===== config.mk =====
export PLATFORM = sky130hd
export DESIGN_NAME = eth_10g_tx_st_ctrl_arbiter_flat
export DESIGN_NICKNAME = d
export VERILOG_FILES = /design/src/rtl/eth_10g_tx_st_ctrl_arbiter_if.sv /design/src/rtl/eth_10g_tx_st_ctrl_arbiter.sv /design/src/flat_wrapper.sv
export SDC_FILE = /design/constraint.sdc
export NUM_CORES = 1
export LEC_CHECK = 0
export CAP_MARGIN = 40
export CELL_PAD_IN_SITES_DETAIL_PLACEMENT = 1
export CELL_PAD_IN_SITES_GLOBAL_PLACEMENT = 1
export CORE_ASPECT_RATIO = 1.2
export CORE_MARGIN = 2
export CORE_UTILIZATION = 11
export DETAILED_ROUTE_END_ITERATION = 8
export MAX_ROUTING_LAYER = met4
export PLACE_DENSITY = 0.87
export SLEW_MARGIN = 10
export SYNTH_ARGS = -nofsm -noshare
export SYNTH_HDL_FRONTEND = slang
export SYNTH_SLANG_ARGS = --single-unit

===== constraint.sdc =====
create_clock -name clk -period 2.3 [get_ports clk]
set_input_delay 0.46 -clock clk [delete_from_list [all_inputs] [get_ports clk]]
set_output_delay 0.46 -clock clk [all_outputs]
set_load 0.03 [all_outputs]

===== src/rtl/eth_10g_tx_st_ctrl_arbiter_if.sv =====
// Avalon-ST bundle between the two TX sources (user data, pause/control),
// the packet-boundary arbiter and the downstream TX error adapter.
//
// Handshake: a beat transfers on a rising clk edge where valid and ready are
// both 1. A source keeps its beat (data/sop/eop/empty/error) stable while
// valid=1 and ready=0. ready may depend combinationally on valid, but valid
// never depends on ready.
//
// Signals:
//   d_*        data source    (valid/sop/eop/data/empty/error in, ready out)
//   c_*        control source (same shape as d_*)
//   out_*      merged stream to the error adapter (out_ready from downstream)
//   pause_hold 1 = do not start new data packets
//   grant_ctrl 1 while the control source owns the output
//   orphan_err sticky flag for a non-SOP beat seen while idle
//   dbg_state  arbiter FSM state (0 IDLE, 1 GNT_D, 2 GNT_C)
//   dbg_ctrl_cnt consecutive control packets sent while data was waiting
// Modports: master = sources/downstream side, slave = arbiter.
interface eth_10g_tx_st_ctrl_arbiter_if #(
  parameter int DATA_W  = 64,
  parameter int EMPTY_W = 3,
  parameter int ERR_W   = 1
);
  logic               d_ready;
  logic               d_valid;
  logic               d_sop;
  logic               d_eop;
  logic [DATA_W-1:0]  d_data;
  logic [EMPTY_W-1:0] d_empty;
  logic [ERR_W-1:0]   d_error;

  logic               c_ready;
  logic               c_valid;
  logic               c_sop;
  logic               c_eop;
  logic [DATA_W-1:0]  c_data;
  logic [EMPTY_W-1:0] c_empty;
  logic [ERR_W-1:0]   c_error;

  logic               out_ready;
  logic               out_valid;
  logic               out_sop;
  logic               out_eop;
  logic [DATA_W-1:0]  out_data;
  logic [EMPTY_W-1:0] out_empty;
  logic [ERR_W-1:0]   out_error;

  logic               pause_hold;
  logic               grant_ctrl;
  logic               orphan_err;
  logic [1:0]         dbg_state;
  logic [3:0]         dbg_ctrl_cnt;

  modport master (
    input  d_ready, c_ready, out_valid, out_sop, out_eop, out_data, out_empty, out_error,
    input  grant_ctrl, orphan_err, dbg_state, dbg_ctrl_cnt,
    output d_valid, d_sop, d_eop, d_data, d_empty, d_error,
    output c_valid, c_sop, c_eop, c_data, c_empty, c_error,
    output out_ready, pause_hold
  );

  modport slave (
    output d_ready, c_ready, out_valid, out_sop, out_eop, out_data, out_empty, out_error,
    output grant_ctrl, orphan_err, dbg_state, dbg_ctrl_cnt,
    input  d_valid, d_sop, d_eop, d_data, d_empty, d_error,
    input  c_valid, c_sop, c_eop, c_data, c_empty, c_error,
    input  out_ready, pause_hold
  );
endinterface


===== src/rtl/eth_10g_tx_st_ctrl_arbiter.sv =====
// Packet-boundary arbiter for the 10G MAC TX Avalon-ST path. Merges the user
// data stream and the pause/control frame stream into one 64-bit stream in
// front of the TX error adapter.
//
// Ports:
//   clk      TX clock, all logic on the rising edge
//   reset_n  asynchronous active-low reset
//   st       slave side of eth_10g_tx_st_ctrl_arbiter_if (both sources,
//            merged output, pause_hold, grant_ctrl, orphan_err, debug state)
//
// Control packets win over data, data is not started while pause_hold is
// high, and after MAX_CTRL_BURST control packets sent while data waits the
// next pick goes to data. The grant is registered; the output is a
// combinational mux of the granted source.
module eth_10g_tx_st_ctrl_arbiter #(
  parameter int DATA_W         = 64,
  parameter int EMPTY_W        = 3,
  parameter int ERR_W          = 1,
  parameter int MAX_CTRL_BURST = 4
) (
  input logic                        clk,
  input logic                        reset_n,
  eth_10g_tx_st_ctrl_arbiter_if.slave st
);

  typedef enum logic [1:0] {
    IDLE  = 2'd0,
    GNT_D = 2'd1,
    GNT_C = 2'd2
  } state_t;

  localparam logic [3:0] MAX_CNT = 4'(MAX_CTRL_BURST);

  state_t             state;
  state_t             state_nxt;
  state_t             pick;
  logic [3:0]         ctrl_cnt;
  logic [3:0]         ctrl_cnt_nxt;
  logic               orphan_q;
  logic               orphan_nxt;

  logic               d_rdy;
  logic               c_rdy;
  logic               mux_valid;
  logic               mux_sop;
  logic               mux_eop;
  logic [DATA_W-1:0]  mux_data;
  logic [EMPTY_W-1:0] mux_empty;
  logic [ERR_W-1:0]   mux_error;

  logic               d_wait;
  logic               cw;
  logic               dw;
  logic               starve;
  logic               d_eop_acc;
  logic               c_eop_acc;
  logic               orphan_seen;

  // Output mux and source readies.
  always_comb begin
    d_rdy     = 1'b0;
    c_rdy     = 1'b0;
    mux_valid = 1'b0;
    mux_sop   = 1'b0;
    mux_eop   = 1'b0;
    mux_data  = '0;
    mux_empty = '0;
    mux_error = '0;
    case (state)
      GNT_D: begin
        d_rdy     = st.out_ready;
        mux_valid = st.d_valid;
        mux_sop   = st.d_sop;
        mux_eop   = st.d_eop;
        mux_data  = st.d_data;
        mux_empty = st.d_empty;
        mux_error = st.d_error;
      end
      GNT_C: begin
        c_rdy     = st.out_ready;
        mux_valid = st.c_valid;
        mux_sop   = st.c_sop;
        mux_eop   = st.c_eop;
        mux_data  = st.c_data;
        mux_empty = st.c_empty;
        mux_error = st.c_error;
      end
      default: begin
        // Idle: a mid-packet beat with no owner is swallowed so the source
        // cannot wedge the arbiter. reset_n gating keeps ready low in reset.
        d_rdy = reset_n & st.d_valid & ~st.d_sop;
        c_rdy = reset_n & st.c_valid & ~st.c_sop;
      end
    endcase
  end

  assign d_wait      = st.d_valid & st.d_sop;
  assign cw          = st.c_valid & st.c_sop;
  assign dw          = d_wait & ~st.pause_hold;
  assign d_eop_acc   = (state == GNT_D) & st.d_valid & st.out_ready & st.d_eop;
  assign c_eop_acc   = (state == GNT_C) & st.c_valid & st.out_ready & st.c_eop;
  assign orphan_seen = (state == IDLE) &
                       ((st.d_valid & ~st.d_sop) | (st.c_valid & ~st.c_sop));

  // Burst counter and arbitration. starve looks at the count including the
  // control EOP accepted this cycle, so the MAX_CTRL_BURST-th control packet
  // is the last one before waiting data is served.
  always_comb begin
    ctrl_cnt_nxt = ctrl_cnt;
    if (d_eop_acc) begin
      ctrl_cnt_nxt = '0;
    end else if (c_eop_acc) begin
      if (!d_wait) begin
        ctrl_cnt_nxt = '0;
      end else if (ctrl_cnt < MAX_CNT) begin
        ctrl_cnt_nxt = ctrl_cnt + 4'd1;
      end
    end

    starve = (ctrl_cnt_nxt == MAX_CNT);

    // cw/dw are taken straight from the source pins, including a beat being
    // accepted this cycle: a single-beat packet keeps the grant for its
    // source's next packet.
    if (dw && starve) begin
      pick = GNT_D;
    end else if (cw) begin
      pick = GNT_C;
    end else if (dw) begin
      pick = GNT_D;
    end else begin
      pick = IDLE;
    end

    state_nxt = state;
    if (state == IDLE || d_eop_acc || c_eop_acc) begin
      state_nxt = pick;
    end

    orphan_nxt = orphan_q | orphan_seen;
  end

  always_ff @(posedge clk or negedge reset_n) begin
    if (!reset_n) begin
      state    <= IDLE;
      ctrl_cnt <= '0;
      orphan_q <= 1'b0;
    end else begin
      state    <= state_nxt;
      ctrl_cnt <= ctrl_cnt_nxt;
      orphan_q <= orphan_nxt;
    end
  end

  assign st.d_ready      = d_rdy;
  assign st.c_ready      = c_rdy;
  assign st.out_valid    = mux_valid;
  assign st.out_sop      = mux_sop;
  assign st.out_eop      = mux_eop;
  assign st.out_data     = mux_data;
  assign st.out_empty    = mux_empty;
  assign st.out_error    = mux_error;
  assign st.grant_ctrl   = (state == GNT_C);
  assign st.orphan_err   = orphan_q;
  assign st.dbg_state    = state;
  assign st.dbg_ctrl_cnt = ctrl_cnt;

endmodule


===== src/flat_wrapper.sv =====
// flat-port wrapper written by rule: the top's interface ports become plain ports
module eth_10g_tx_st_ctrl_arbiter_flat 
#(
  parameter int DATA_W         = 64,
  parameter int EMPTY_W        = 3,
  parameter int ERR_W          = 1,
  parameter int MAX_CTRL_BURST = 4
)
  (clk, reset_n, st_d_ready, st_c_ready, st_out_valid, st_out_sop, st_out_eop, st_out_data, st_out_empty, st_out_error, st_grant_ctrl, st_orphan_err, st_dbg_state, st_dbg_ctrl_cnt, st_d_valid, st_d_sop, st_d_eop, st_d_data, st_d_empty, st_d_error, st_c_valid, st_c_sop, st_c_eop, st_c_data, st_c_empty, st_c_error, st_out_ready, st_pause_hold);
  eth_10g_tx_st_ctrl_arbiter_if #(.DATA_W(DATA_W), .EMPTY_W(EMPTY_W), .ERR_W(ERR_W)) st_i ();
  input logic clk;
  input logic reset_n;
  output wire logic [$bits(st_i.d_ready)-1:0] st_d_ready;
  output wire logic [$bits(st_i.c_ready)-1:0] st_c_ready;
  output wire logic [$bits(st_i.out_valid)-1:0] st_out_valid;
  output wire logic [$bits(st_i.out_sop)-1:0] st_out_sop;
  output wire logic [$bits(st_i.out_eop)-1:0] st_out_eop;
  output wire logic [$bits(st_i.out_data)-1:0] st_out_data;
  output wire logic [$bits(st_i.out_empty)-1:0] st_out_empty;
  output wire logic [$bits(st_i.out_error)-1:0] st_out_error;
  output wire logic [$bits(st_i.grant_ctrl)-1:0] st_grant_ctrl;
  output wire logic [$bits(st_i.orphan_err)-1:0] st_orphan_err;
  output wire logic [$bits(st_i.dbg_state)-1:0] st_dbg_state;
  output wire logic [$bits(st_i.dbg_ctrl_cnt)-1:0] st_dbg_ctrl_cnt;
  input wire logic [$bits(st_i.d_valid)-1:0] st_d_valid;
  input wire logic [$bits(st_i.d_sop)-1:0] st_d_sop;
  input wire logic [$bits(st_i.d_eop)-1:0] st_d_eop;
  input wire logic [$bits(st_i.d_data)-1:0] st_d_data;
  input wire logic [$bits(st_i.d_empty)-1:0] st_d_empty;
  input wire logic [$bits(st_i.d_error)-1:0] st_d_error;
  input wire logic [$bits(st_i.c_valid)-1:0] st_c_valid;
  input wire logic [$bits(st_i.c_sop)-1:0] st_c_sop;
  input wire logic [$bits(st_i.c_eop)-1:0] st_c_eop;
  input wire logic [$bits(st_i.c_data)-1:0] st_c_data;
  input wire logic [$bits(st_i.c_empty)-1:0] st_c_empty;
  input wire logic [$bits(st_i.c_error)-1:0] st_c_error;
  input wire logic [$bits(st_i.out_ready)-1:0] st_out_ready;
  input wire logic [$bits(st_i.pause_hold)-1:0] st_pause_hold;
  assign st_d_ready = st_i.d_ready;
  assign st_c_ready = st_i.c_ready;
  assign st_out_valid = st_i.out_valid;
  assign st_out_sop = st_i.out_sop;
  assign st_out_eop = st_i.out_eop;
  assign st_out_data = st_i.out_data;
  assign st_out_empty = st_i.out_empty;
  assign st_out_error = st_i.out_error;
  assign st_grant_ctrl = st_i.grant_ctrl;
  assign st_orphan_err = st_i.orphan_err;
  assign st_dbg_state = st_i.dbg_state;
  assign st_dbg_ctrl_cnt = st_i.dbg_ctrl_cnt;
  assign st_i.d_valid = st_d_valid;
  assign st_i.d_sop = st_d_sop;
  assign st_i.d_eop = st_d_eop;
  assign st_i.d_data = st_d_data;
  assign st_i.d_empty = st_d_empty;
  assign st_i.d_error = st_d_error;
  assign st_i.c_valid = st_c_valid;
  assign st_i.c_sop = st_c_sop;
  assign st_i.c_eop = st_c_eop;
  assign st_i.c_data = st_c_data;
  assign st_i.c_empty = st_c_empty;
  assign st_i.c_error = st_c_error;
  assign st_i.out_ready = st_out_ready;
  assign st_i.pause_hold = st_pause_hold;
  eth_10g_tx_st_ctrl_arbiter #(.DATA_W(DATA_W), .EMPTY_W(EMPTY_W), .ERR_W(ERR_W), .MAX_CTRL_BURST(MAX_CTRL_BURST)) u_core (.clk(clk), .reset_n(reset_n), .st(st_i));
endmodule

==> results.sh <==
export IMPL_max_freq_mhz=447
export IMPL_grt_pass1_wl_um=13400
export IMPL_clkTransAtPathRegs_ns=0.04
export IMPL_area_growth_pct=231
export IMPL_fillCellCount=1184
export IMPL_dp_hpwl_um=7520
export IMPL_required_ns=1.84
export IMPL_dp_cells=488
export IMPL_synth_area_leaders="a22o_1, dfrtp_1, clkbuf_1"
export IMPL_ctsHoldBuffers=0
export IMPL_crit_type="reg -> out"
export IMPL_crit_family="buffers and inverters"
export IMPL_num_rows=41
export IMPL_synth_fp_nets=291
export IMPL_diodes=0
export IMPL_crit_top_cell="buf_12"
export IMPL_final_nets=520
export IMPL_slowest_delay_ns=0.39
export IMPL_vias=2252
export IMPL_status="finished, final reports clean"
export IMPL_antenna_found_initial=0
export IMPL_worst_pin_slew_ns=0.502
export IMPL_dieArea_um2=11400
export IMPL_core_area_um2=10400
export IMPL_place_congestion=0.921
export IMPL_drt_wl_total_um=9520
export IMPL_maxCapViolCount=0
export IMPL_period_needed_ns=2.24
export IMPL_r2r_end="u_core.st.dbg_state[1]"
export IMPL_drc=0
export IMPL_netlist_instances=141
export IMPL_firstDrtPassIters=4
export IMPL_peakVddDrop_uv=517
export IMPL_setup_viol=0
export IMPL_final_cells=498
export IMPL_die_w_um=97.8
export IMPL_power_density_nw_per_um2=1070
export IMPL_h_tree_depth=1
export IMPL_io_buffers=226
export IMPL_cp_arrival_ns=1.78
export IMPL_grt_ovfl_total=0
export IMPL_synth_area_um2=1160
export IMPL_synth_top_cell_area_share=0.536
export IMPL_start_util=0.111
export IMPL_ys_ff_latch=7
export IMPL_ctsLongestPathBuffers=2
export IMPL_r2r_cells=6
export IMPL_skew_ns=0.000255
export IMPL_critPathLaunch="u_core.st.dbg_state[0]"
export IMPL_hold_viol_final=0
export IMPL_grt_use_total=0.153
export IMPL_total_power_mw=4.12
export IMPL_ys_types=26
export IMPL_grt_pass1_vias=2353
export IMPL_cts_tree="yes"
export IMPL_ant_nets=0
export IMPL_hold_end="u_core.st.orphan_err"
export IMPL_worstHoldPathCells=1
export IMPL_drt_iter0_drc=42
export IMPL_grt_setup_unrepaired="no"
export IMPL_avgSynthCellArea_um2=8.23
export IMPL_hp_class="reg -> reg"
export IMPL_pin_count=227
export IMPL_cts_sinks=7
export IMPL_finalMaxSlewViolations=0
export IMPL_wl_per_cell_um=19.1
export IMPL_cts_root_buffer="clkbuf_16"
export IMPL_relSlewSlack=0.662
export IMPL_layout_drive_gt1_share=0.453
export IMPL_period_share=0.973
export IMPL_grt_max_degree=52
export IMPL_cts_buffers=3
export IMPL_synth_top_area_cell="a22o_1"
export IMPL_crit_slowest_cell="dfrtp_1"
export IMPL_seq_area_frac_synth=0.151
export IMPL_cp_max_fo=26
export IMPL_viasPerCell=4.52
export IMPL_clk_latency_ns=0.24
export IMPL_reg2reg_from="u_core.st.dbg_state[0]"
export IMPL_crit_path_start_kind="flop"
export IMPL_worstSetupEndpointType="output port"
export IMPL_p_leak_nw=1.64
export IMPL_path_buf_inv=3
export IMPL_holdCritStartpoint="u_core.st.orphan_err"
export IMPL_regToRegSetupSlack_ns=0.26
export IMPL_yosys_warnings=0
export IMPL_dieHeight_um=117
export IMPL_crit_chain="inv_2 > ha_4 > and2_4 > buf_12 > a22o_2 > buf_12"
-- area by class of cell --
class                   count  area, um2  area share
repair buffers            240       2380       0.620
inverters                   3       11.3     0.00293
well taps                 129        161      0.0420
flip-flops and latches      7        175      0.0456
multi-input cells         115       1030       0.269
clock buffers               4       78.8      0.0205
-- how the worst max path moves through the flow --
| stage | endpoint | cells past startpoint |
|---|---|---|
| CTS | st_out_data[58] | 6 |
| detailed placement | u_core.st.dbg_state[1] | 5 |
| global route | st_out_data[48] | 6 |
| finish | st_out_data[43] | 6 |
| floorplan | st_out_data[0] | 6 |
| global placement | u_core.st.dbg_state[1] | 5 |
-- cell usage after synthesis --
master / n
a22o_1: 71
clkbuf_1: 16
dfrtp_1: 7
a21oi_1: 5
nand2_1: 5
ha_1: 4
nor2_1: 4
a22oi_1: 3
and2_1: 3
inv_1: 3
nor2b_1: 3
o21ai_0: 3
a2111o_1: 1
a21boi_1: 1
and4_2: 1
and4_4: 1
nand2b_1: 1
nand3_1: 1
nand4_1: 1
nor3_1: 1
nor3b_1: 1
nor4_1: 1
nor4bb_1: 1
o211ai_1: 1
o21a_1: 1
or4_1: 1
-- state kept, by name (all words and copies together), names as in the netlist --
signal	cells
u_core.st.dbg_ctrl_cnt	4
u_core.st.dbg_state	2
u_core.st.orphan_err	1
-- where the power goes --
group / leakage, nW / internal [mW] / switching (mW)
Combinational: 1.51 / 1.68 / 1.96
Sequential: 0.0892 / 0.150 / 0.0219
Clock: 0.0382 / 0.232 / 0.0757
Total: 1.64 / 2.06 / 2.06
-- repair_timing --
item / 4_1_cts / 5_1_grt
gates resized for setup: 6 / 2
setup endpoints to repair: 71 / 71
cloned: 1 / 1
buffers inserted: 4 / 0
-- worst register-to-register path: stages, from the launching register on --
cell and delay (ns):
dfrtp_1 0.39, buf_4 0.15, ha_1 0.22, and4_4 0.18
or4_1 0.47, a2111o_1 0.32, a22o_1 0.20
-- metal layers --
layer	part of all wire	vias up	track usage
met2	0.54	119	0.289
met3	0.088	7	0.0521
met4	0.0078	0	0.0278
met5	0	-	-
li1	-	1042	-
met1	0.37	1084	0.157
-- logic make-up (layout without fill, tap and decap cells) --
kind of cell / after synthesis / in the layout / share of synthesized area
compound gates: 86 / 86 / 0.619
simple gates: 25 / 25 / 0.126
buf+inv: 19 / 247 / 0.0614
flops: 7 / 7 / 0.151
fa+ha+maj: 4 / 4 / 0.0431
-- placed cells by master, fill, tap and decap left out, types with 3 or more instances in the layout --
master,n
buf_4,71
clkdlybuf4s50_1,153
buf_12,12
a21oi_1,5
nor2_1,4
a22o_2,69
dfrtp_1,7
a22oi_1,3
nand2_1,5
nor2b_1,3
clkbuf_16,4
-- per-stage QoR --
stage / cell area, um2 / setup TNS (ns) / util / hold WS (ns) / setup slack (ns)
after floorplan: 1250 / -4.48 / - / 0.164 / -0.129
after global placement: 3650 / 0 / 0.350 / 0.451 / 0.0608
after detailed placement: 3650 / 0 / 0.350 / 0.457 / 0.0187
after CTS: 3810 / 0 / 0.366 / 0.471 / 0.0141
after global routing: 3840 / 0 / 0.369 / 0.498 / 0.00318
final: 3840 / 0 / 0.369 / 0.466 / 0.0629
Power figures use the tool's default switching activity.
